<file path="config.mk">
export PLATFORM = sky130hd
export DESIGN_NAME = muldiv_hilo_unit
export DESIGN_NICKNAME = d
export VERILOG_FILES = /design/src/rtl/muldiv_pkg.sv /design/src/rtl/muldiv_abs.sv /design/src/rtl/muldiv_hilo_unit.sv
export SDC_FILE = /design/constraint.sdc
export NUM_CORES = 1
export LEC_CHECK = 0
export ABC_AREA = 1
export CAP_MARGIN = 15
export CORE_ASPECT_RATIO = 1.5
export CORE_MARGIN = 5
export CORE_UTILIZATION = 40
export CTS_CLUSTER_DIAMETER = 120
export DETAILED_ROUTE_END_ITERATION = 10
export GPL_TIMING_DRIVEN = 0
export PLACE_DENSITY = 0.64
export REMOVE_ABC_BUFFERS = 1
export SYNTH_ARGS = -nofsm -noshare
export SYNTH_HDL_FRONTEND = slang
export SYNTH_HIERARCHICAL = 1
export SYNTH_SLANG_ARGS = --single-unit
</file>
<file path="constraint.sdc">
create_clock -name clk -period 6.8 [get_ports clk]
set_input_delay 0.68 -clock clk [delete_from_list [all_inputs] [get_ports clk]]
set_output_delay 0.68 -clock clk [all_outputs]
set_load 0.05 [all_outputs]
</file>
<file path="src/rtl/muldiv_pkg.sv">
// Shared types for the HI/LO multiply/divide unit: operation and FSM enums plus
// the SPECIAL-opcode funct codes the decoder maps onto muldiv_op_t.
package muldiv_pkg;

  typedef enum logic [2:0] {
    MULT  = 3'd0,
    MULTU = 3'd1,
    DIV   = 3'd2,
    DIVU  = 3'd3,
    MTHI  = 3'd4,
    MTLO  = 3'd5
  } muldiv_op_t;

  typedef enum logic [1:0] {
    IDLE = 2'd0,
    CALC = 2'd1,
    FIX  = 2'd2
  } muldiv_state_t;

  localparam logic [5:0] FUNCT_MTHI  = 6'h11;
  localparam logic [5:0] FUNCT_MTLO  = 6'h13;
  localparam logic [5:0] FUNCT_MULT  = 6'h18;
  localparam logic [5:0] FUNCT_MULTU = 6'h19;
  localparam logic [5:0] FUNCT_DIV   = 6'h1A;
  localparam logic [5:0] FUNCT_DIVU  = 6'h1B;

  // Only meaningful when is_muldiv_funct() is true for the same code.
  function automatic muldiv_op_t funct_to_op(input logic [5:0] funct);
    case (funct)
      FUNCT_MULT:  return MULT;
      FUNCT_MULTU: return MULTU;
      FUNCT_DIV:   return DIV;
      FUNCT_DIVU:  return DIVU;
      FUNCT_MTHI:  return MTHI;
      default:     return MTLO;
    endcase
  endfunction

  function automatic logic is_muldiv_funct(input logic [5:0] funct);
    return funct inside {FUNCT_MULT, FUNCT_MULTU, FUNCT_DIV, FUNCT_DIVU,
                         FUNCT_MTHI, FUNCT_MTLO};
  endfunction

endpackage

</file>
<file path="src/rtl/muldiv_abs.sv">
// Two's-complement magnitude with sign output; the invert input forces a
// negation so the same block also performs the result sign fix-up.
module muldiv_abs #(
  parameter int WIDTH = 32
) (
  input  logic [WIDTH-1:0] value,
  input  logic             is_signed,
  input  logic             invert,
  output logic [WIDTH-1:0] magnitude,
  output logic             sign
);

  assign sign      = is_signed & value[WIDTH-1];
  assign magnitude = (sign ^ invert) ? (~value + 1'b1) : value;

endmodule

</file>
<file path="src/rtl/muldiv_hilo_unit.sv">
// Iterative MIPS multiply/divide unit owning HI/LO (shift-add mul, restoring div).
// Define MULDIV_FAST_MULT_EN to compute MULT/MULTU with a single-cycle array product.
module muldiv_hilo_unit
  import muldiv_pkg::*;
#(
  parameter int WIDTH = 32
) (
  input  logic             clk,
  input  logic             reset,
  input  logic             clk_enable,
  input  logic             start,
  input  muldiv_op_t       op,
  input  logic [WIDTH-1:0] src_a,
  input  logic [WIDTH-1:0] src_b,
  output logic             busy,
  output logic             done,
  output logic [WIDTH-1:0] hi,
  output logic [WIDTH-1:0] lo
);

  localparam int            CW   = $clog2(WIDTH) + 1;
  localparam logic [CW-1:0] LAST = CW'(WIDTH - 1);
`ifdef MULDIV_FAST_MULT_EN
  localparam logic FAST_MULT = 1'b1;
`else
  localparam logic FAST_MULT = 1'b0;
`endif

  muldiv_state_t    state, state_next;
  logic [CW-1:0]    count;
  logic [WIDTH-1:0] acc_hi, acc_lo, operand;
  logic             is_div, q_neg, r_neg;

  logic muldiv_op, div_op, signed_op, div_zero;
  assign muldiv_op = op inside {MULT, MULTU, DIV, DIVU};
  assign div_op    = (op == DIV) || (op == DIVU);
  assign signed_op = (op == MULT) || (op == DIV);
  assign div_zero  = (src_b == '0);
  assign busy      = (state != IDLE);

  // The operand abs blocks are idle outside accept, so FIX borrows them for negation.
  logic [WIDTH-1:0] a_value, b_value, mag_a, mag_b;
  logic             a_signed, b_signed, a_invert, b_invert, sign_a, sign_b;

  // NOTE: every always_comb output is defaulted first, so no path can infer a latch.
  always_comb begin
    a_value  = src_a;
    b_value  = src_b;
    // A zero divisor must return the dividend untouched, so skip its abs.
    a_signed = signed_op & ~(div_op & div_zero);
    b_signed = signed_op;
    a_invert = 1'b0;
    b_invert = 1'b0;
    if (state == FIX) begin
      a_value  = acc_lo;
      b_value  = acc_hi;
      a_signed = 1'b0;
      b_signed = 1'b0;
      a_invert = q_neg;
      b_invert = is_div ? r_neg : q_neg;
    end
  end

  muldiv_abs #(.WIDTH(WIDTH)) u_abs_a (
    .value(a_value), .is_signed(a_signed), .invert(a_invert),
    .magnitude(mag_a), .sign(sign_a)
  );

  muldiv_abs #(.WIDTH(WIDTH)) u_abs_b (
    .value(b_value), .is_signed(b_signed), .invert(b_invert),
    .magnitude(mag_b), .sign(sign_b)
  );

  // 2*WIDTH negation: the high half takes the carry only when the low half is zero.
  logic [WIDTH-1:0] fix_hi, fix_lo;
  assign fix_lo = mag_a;
  assign fix_hi = (is_div || !q_neg || acc_lo == '0) ? mag_b : ~acc_hi;

  logic [WIDTH:0]   mul_sum, div_shift, div_diff;
  logic             div_ok;
  assign mul_sum   = {1'b0, acc_hi} + (acc_lo[0] ? {1'b0, operand} : '0);
  assign div_shift = {acc_hi, acc_lo[WIDTH-1]};
  assign div_diff  = div_shift - {1'b0, operand};
  assign div_ok    = ~div_diff[WIDTH];

  always_comb begin
    state_next = state;
    case (state)
      IDLE:    if (start && muldiv_op) state_next = (FAST_MULT && !div_op) ? FIX : CALC;
      CALC:    if (count == LAST) state_next = FIX;
      FIX:     state_next = IDLE;
      default: state_next = IDLE;
    endcase
  end

  // NOTE: sequential state uses non-blocking assignments so all registers update together.
  always_ff @(posedge clk or posedge reset) begin
    if (reset) begin
      state   <= IDLE;
      count   <= '0;
      acc_hi  <= '0;
      acc_lo  <= '0;
      operand <= '0;
      is_div  <= 1'b0;
      q_neg   <= 1'b0;
      r_neg   <= 1'b0;
      done    <= 1'b0;
      hi      <= '0;
      lo      <= '0;
    end else if (clk_enable) begin
      state <= state_next;
      done  <= (state == FIX);
      case (state)
        IDLE: begin
          if (start) begin
            if (op == MTHI) hi <= src_a;
            if (op == MTLO) lo <= src_a;
            if (muldiv_op) begin
              count   <= '0;
              is_div  <= div_op;
              q_neg   <= sign_a ^ sign_b;
              r_neg   <= sign_a;
              acc_hi  <= '0;
              acc_lo  <= div_op ? mag_a : mag_b;
              operand <= div_op ? mag_b : mag_a;
`ifdef MULDIV_FAST_MULT_EN
              if (!div_op) {acc_hi, acc_lo} <= (2*WIDTH)'(mag_a) * (2*WIDTH)'(mag_b);
`endif
            end
          end
        end
        CALC: begin
          count <= count + 1'b1;
          if (is_div) begin
            acc_hi <= div_ok ? div_diff[WIDTH-1:0] : div_shift[WIDTH-1:0];
            acc_lo <= {acc_lo[WIDTH-2:0], div_ok};
          end else begin
            {acc_hi, acc_lo} <= {mul_sum, acc_lo[WIDTH-1:1]};
          end
        end
        FIX: begin
          hi <= fix_hi;
          lo <= fix_lo;
        end
        default: ;
      endcase
    end
  end

endmodule

</file>
=== Word level (Yosys, flattened, before mapping) ===
Cells that the tools add are included.
Widths: inputs -> output; s select.

* Logic and storage cells: 95
* Input port bits: 71
* Register bits: 172

* Bitwise gates (word level): 12
* Eq/ne operators: 14
* Multiplexer cells: 34
* Add/sub/neg operators: 5
* Reductions and logical operators: 19

{| class="wikitable"
|+ Operator list
! kind !! number
|-
| $mux 32 || 19
|-
| $pmux 32 s2 || 4
|-
| $not 32->32 || 3
|-
| $add 32x1->32 const B || 2
|-
| $logic_not 32->1 || 2
|-
| $add 32x32->33 || 1
|-
| $sub 33x32->33 || 1
|-
| $reduce_and 4->1 || 4
|-
| $mux 6 || 2
|-
| $ne 2x2->1 const B || 6
|-
| $pmux 6 s2 || 1
|-
| $add 6x1->6 const B || 1
|-
| $eq 3x2->1 const B || 2
|-
| $eq 3x3->1 const B || 2
|-
| $eq 6x5->1 const B || 1
|-
| $reduce_bool 2->1 || 3
|-
| $mux 1 || 5
|-
| $and 1x1->1 || 4
|-
| $logic_or 1x1->1 || 4
|-
| $mux 2 || 2
|-
| $pmux 2 s2 || 1
|-
| $reduce_bool 4->1 || 1
|-
| $eq 3x1->1 const B || 1
|-
| $logic_not 3->1 || 1
|-
| other kinds (8) || 11
|}

=== Longest topological paths before layout ===
* Depth after elaboration: 13
* Depth in mapped cells: 20
* Gate-level depth less buffers: 18

=== Cells and area by module ===
The synthesis kept the hierarchy.

{| class="wikitable"
|+ Modules (own cells, without submodules)
! module !! cells each !! seq. area each (µm²) !! area each (µm²) !! times used
|-
| muldiv_hilo_unit || 2478 || 4304.1 || 15255.9 || 1
|-
| muldiv_abs || 247 || 0.0 || 1139.8 || 2
|}

=== Worst setup path after synthesis ===
Ideal clock, no wire load.

* Path kind: register to register
* Start point: register state[1]
* End point: register acc_lo[25]
* Arrival: 2.582 ns
* Buffers on the path: 2
* Period minus slack after synthesis: 2.712 ns
* Path slack: 4.088 ns
* Required time: 6.670 ns
* Cell stages (with the launch flop): 20
* Path through: dfrtp_1 inv_1 nor2_1 inv_2 clkbuf_1 clkbuf_1 o21ai_0 nand2_2 inv_2 nand2_1 nand2_4 nor2_2 nor2_4 nand2_1 nand2_1 nand2_1 o21ai_0 o21ai_0 nand2_1 o21ai_0

* Word-level cells in the longest chain between the ends: 9
* Elaborated cells between the ends (all ways): 27
* Classes of those cells: add/sub: 2; eq/ne: 4; mux: 12; bitwise: 6; reduce/logical: 3

{| class="wikitable"
|+ RTL lines
! element !! line !! text
|-
| from (decl) || muldiv_hilo_unit.sv:29 || <nowiki>muldiv_state_t state, state_next;</nowiki>
|-
| from (signal assigned) || muldiv_hilo_unit.sv:111 || <nowiki>state <= state_next;</nowiki>
|-
| $eq 2x2->1 || muldiv_hilo_unit.sv:54 || <nowiki>if (state == FIX) begin</nowiki>
|-
| $mux 32 || muldiv_hilo_unit.sv:54 ||
|-
| named net a_value[31] || muldiv_hilo_unit.sv:42 || <nowiki>logic [WIDTH-1:0] a_value, b_value, mag_a, mag_b;</nowiki>
|-
| $and 1x1->1 || muldiv_abs.sv:13 || <nowiki>assign sign = is_signed & value[WIDTH-1];</nowiki>
|-
| named net sign_a || muldiv_hilo_unit.sv:43 || <nowiki>logic a_signed, b_signed, a_invert, b_invert, sign_a, sign_b;</nowiki>
|-
| $xor 1x1->1 || muldiv_abs.sv:14 || <nowiki>assign magnitude = (sign ^ invert) ? (~value + 1'b1) : value;</nowiki>
|-
| $mux 32 || muldiv_abs.sv:14 ||
|-
| named net fix_lo[25] || muldiv_hilo_unit.sv:75 || <nowiki>logic [WIDTH-1:0] fix_hi, fix_lo;</nowiki>
|-
| $mux 32 || muldiv_hilo_unit.sv:124 || <nowiki>acc_lo <= div_op ? mag_a : mag_b;</nowiki>
|-
| $mux 32 || muldiv_hilo_unit.sv:118 || <nowiki>if (muldiv_op) begin</nowiki>
|-
| $mux 32 || muldiv_hilo_unit.sv:115 || <nowiki>if (start) begin</nowiki>
|-
| $pmux 32 s2 || muldiv_hilo_unit.sv:113 || <nowiki>case (state)</nowiki>
|-
| to (signal assigned) || muldiv_hilo_unit.sv:124 ||
|-
| to (signal assigned) || muldiv_hilo_unit.sv:136 || <nowiki>acc_lo <= {acc_lo[WIDTH-2:0], div_ok};</nowiki>
|-
| to (signal assigned) || muldiv_hilo_unit.sv:138 || <nowiki>{acc_hi, acc_lo} <= {mul_sum, acc_lo[WIDTH-1:1]};</nowiki>
|-
| to (decl) || muldiv_hilo_unit.sv:31 || <nowiki>logic [WIDTH-1:0] acc_hi, acc_lo, operand;</nowiki>
|}

The timed path passes the listed nets, and every way through them passes these cells. The select of a mux whose other input is x is not followed.
A chain may end at the register's enable or synchronous reset.

=== Worst setup path after layout ===
* Start point: input op[2]
* End point: register acc_lo[8]

* Word-level cells in the longest chain between the ends: 13
* Elaborated cells between the ends (all ways): 24
* Classes of those cells: eq/ne: 4; mux: 8; bitwise: 7; reduce/logical: 5

{| class="wikitable"
|+ RTL lines
! element !! line !! text
|-
| from (decl) || muldiv_hilo_unit.sv:12 || <nowiki>input muldiv_op_t op,</nowiki>
|-
| $eq 3x2->1, on equally long branches || muldiv_hilo_unit.sv:36, muldiv_hilo_unit.sv:37 ||
|-
| $logic_or 1x1->1 || muldiv_hilo_unit.sv:36 || <nowiki>assign div_op = (op == DIV) || (op == DIVU);</nowiki>
|-
| $and 1x1->1 || muldiv_hilo_unit.sv:50 || <nowiki>a_signed = signed_op & ~(div_op & div_zero);</nowiki>
|-
| $not 1->1 || muldiv_hilo_unit.sv:50 ||
|-
| $and 1x1->1 * || muldiv_hilo_unit.sv:50 ||
|-
| $mux 1 * || muldiv_hilo_unit.sv:54 ||
|-
| named net a_signed || muldiv_hilo_unit.sv:43 ||
|-
| $and 1x1->1 * || muldiv_abs.sv:13 ||
|-
| $xor 1x1->1 * || muldiv_abs.sv:14 ||
|-
| $mux 32 * || muldiv_abs.sv:14 ||
|-
| named net fix_lo[8] || muldiv_hilo_unit.sv:75 ||
|-
| $mux 32 * || muldiv_hilo_unit.sv:124 ||
|-
| $mux 32 * || muldiv_hilo_unit.sv:118 ||
|-
| $mux 32 * || muldiv_hilo_unit.sv:115 ||
|-
| $pmux 32 s2 * || muldiv_hilo_unit.sv:113 ||
|}

Mark *: on every way through the listed nets, which the timed path passes. The rest lies on a longest branch. The select of a mux whose other input is x is not followed.

==> out/summary.txt <==
mux cell area share after synthesis - 0.05708%
clk slew on worst S/H paths - 0.08 ns
Final #Nets - 3161
Slew headroom - 22.61%
Cells after Synth - 2972
Die Height - 266.4 um
worst path cell trace - clkdlybuf4s50_1 -> inv_1 -> nand2_2 -> nor4_1 -> nand4_1 -> o31a_1 -> nand2_2 -> nand2_1 -> nand2_2 -> o21ai_0 -> xnor2_1 -> o21ai_0 -> o21ai_0 -> nand2_1 -> o21ai_0
clk sinks - 172
VDD IR-drop max - 210.6 uV
Slew Viols, Final - 0
post-synthesis sequential area ratio - 24.55%
WL met2 - 35.17 mm
WL/cell - 20.07 um
top sig layer - met5
status - completed
number of synthesized register bits - 172
initial cell density of the core - 40.19%
Syn Area/Cell - 5.900 um2
largest net degree at the start of global routing - 106
xor and xnor area share after synthesis - 2.083%
CP max stage delay - 0.80 ns
Yosys warning total - 6
Final Hold Viols - 0
die width - 181.0 um
insertion delay to the later sink of the worst-skew pair - 0.47 ns
final setup fails - 0
Final HPWL DP - 57.38 mm
H-tree Lvls - 4
CP Max Fanout - 36
Startpoint Class - input port
fin util - 45.96%
Tot Pwr - 10.69 mW
DP Area - 19450 um2
Die ar. - 48210 um2
Post-Synth Simple-Gate Area - 38.32%
Hold Buf Count CTS - 0
First-pass DRT Iterations - 6
GPL Wtd Cong - 0.9439
leakage - 9.954 nW
vias per inst - 5.442
min Tclk post-route - 5.022 ns
Core Rows - 94
vias in the first global route - 18710
clock skew - 0.01921 ns
area share of fa/ha/maj cells after synthesis - 5.009%
Core Area - 43630 um2
initial DRC count - 1626
Max Fclk - 0.1991 GHz
Vias - 19640
total of max-cap violations - 0
total grt overflow - 0
DRC errors left - 0
Critical Path RT - 7.17 ns
setup bufs post-CTS - 0
design area - 20060 um2
I/O pin total - 137
n_diodes - 0
compound-cell area share of the yosys netlist - 17.68%
top_reg_cell synth - dfrtp_1
Max Root-Sink Buffers - 2
DRT antenna net count - 0
CP max stage cell - nor4_1
crit path DAT - 5.39 ns
Post-synth EDFFs - 0
initial antenna violation count - 1
most frequent cells in the layout - nand2_1 (941), inv_1 (412), o21ai_0 (276)
CP Class - in -> reg
Resized Gates After CTS - 0
layout cells sized above 1 - 4.550%
ys async rst share - 100.0%
worst min path class - reg -> reg
Area Overhead vs Synth - 14.37%
CTS tree - yes
WP buf/inv - 2
Final Cycle Share - 73.85%
PD cells - 533.0 nW/um2
post-synth cell types - 48
commonest non-fill, non-tap cell in the layout - nand2_1
crit path capture type - register
Synth Cell Area - 17540 um2
CP most frequent cell - o21ai_0
clock buffer count from CTS - 17
CTS root buffer - clkbuf_16
Routed WL - 72.44 mm
Worst-Margin Slew - 1.161 ns
critical path's top delay family - simple AND/OR/NAND/NOR gates
dominant combinational cell family by area after synthesis - simple AND/OR/NAND/NOR gates
setup repair after global routing missed its margin - false
all-layer global routing usage - 29.16%
IO buf count - 136
met3 WL - 3.199 mm
first-pass GRT wire length - 109.6 mm
DRT met1 WL - 30.52 mm
## worst min-delay path, delay by kind of cell (launching register included)
kind / cells / cell delay (ns)
flip-flops: 1 / 0.36
AND/OR/NAND/NOR: 2 / 0.11
## stage by stage
stage	TNS [ns]	worst slack [ns]	instances	hold WS [ns]
detailed placement	0	1.470	3577	0.4645
CTS	0	1.954	3608	0.4821
finish	0	1.778	3609	0.4895
global placement	-974.12	-6.066	3563	0.4596
global route	0	1.547	3609	0.5305
floorplan	-76.48	-0.8392	2851	0.4422
## state kept, by name, indices dropped and copies added (netlist names)
register	flops
acc_hi	32
acc_lo	32
hi	32
lo	32
operand	32
count	6
state	2
done	1
is_div	1
q_neg	1
r_neg	1
## area by class of cell
type,instances,area [um2]
clock buffer,17,425.4
tap,576,720.7
clock inverter,14,156.4
sequential,172,4305
fill,4723,23580
timing repair buffer,151,1722
multi-input combinational,2251,11110
inverter,428,1619
## worst paths after layout
check | start | endpoint | slack [ns] | cells past startpoint
max reg2reg | state[0]$_DFFE_PP0P_ | acc_lo[8]$_DFFE_PP0P_ | 2.18 | 11
min in group asynchronous | reset | lo[6]$_DFFE_PP0P_ | 0.67 | 2
min | r_neg$_DFFE_PP0P_ | r_neg$_DFFE_PP0P_ | 0.49 | 2
min reg2reg | r_neg$_DFFE_PP0P_ | r_neg$_DFFE_PP0P_ | 0.49 | 2
max | op[2] | acc_lo[8]$_DFFE_PP0P_ | 1.78 | 15
max in group asynchronous | reset | acc_hi[24]$_DFFE_PP0P_ | 5.13 | 3
## cell usage after synthesis (15+ instances only)
library cell | instances | share of area [%]
nor2_1 | 272 | 5.8
nand3_1 | 228 | 6.5
ha_1 | 67 | 4.8
a21oi_1 | 193 | 5.5
o211ai_1 | 36 | 1.5
xor2_1 | 15 | 0.75
nand3b_1 | 15 | 0.64
nand4_1 | 25 | 0.89
nand2_1 | 943 | 20
xnor2_1 | 23 | 1.1
a41oi_1 | 32 | 1.6
dfrtp_1 | 172 | 25
buf_2 | 17 | 0.49
o21ai_0 | 276 | 7.9
inv_1 | 416 | 8.9
clkbuf_1 | 82 | 1.8
nand2_2 | 20 | 0.71
## metal layers
metal	track usage (%)	vias to the layer above
met3	3.313	143
li1	-	9639
met5	0	-
met1	36.86	9229
met4	13.15	2
met2	50.13	627
## report_power, final
group	total, mW	switching [mW]	internal (mW)
Combinational	7.61	5.27	2.34
Clock	1.04	0.523	0.520
Sequential	2.03	0.532	1.50
## kinds of logic (layout without fill, tap and decap cells)
kind of cell / after synthesis / in the layout
simple gates: 1577 / 1577
buf+inv: 549 / 610
mux: 1 / 1
compound gates: 564 / 564
fa+ha+maj: 69 / 69
flops: 172 / 172
xor+xnor: 40 / 40
(Power assumes the default switching activity.)
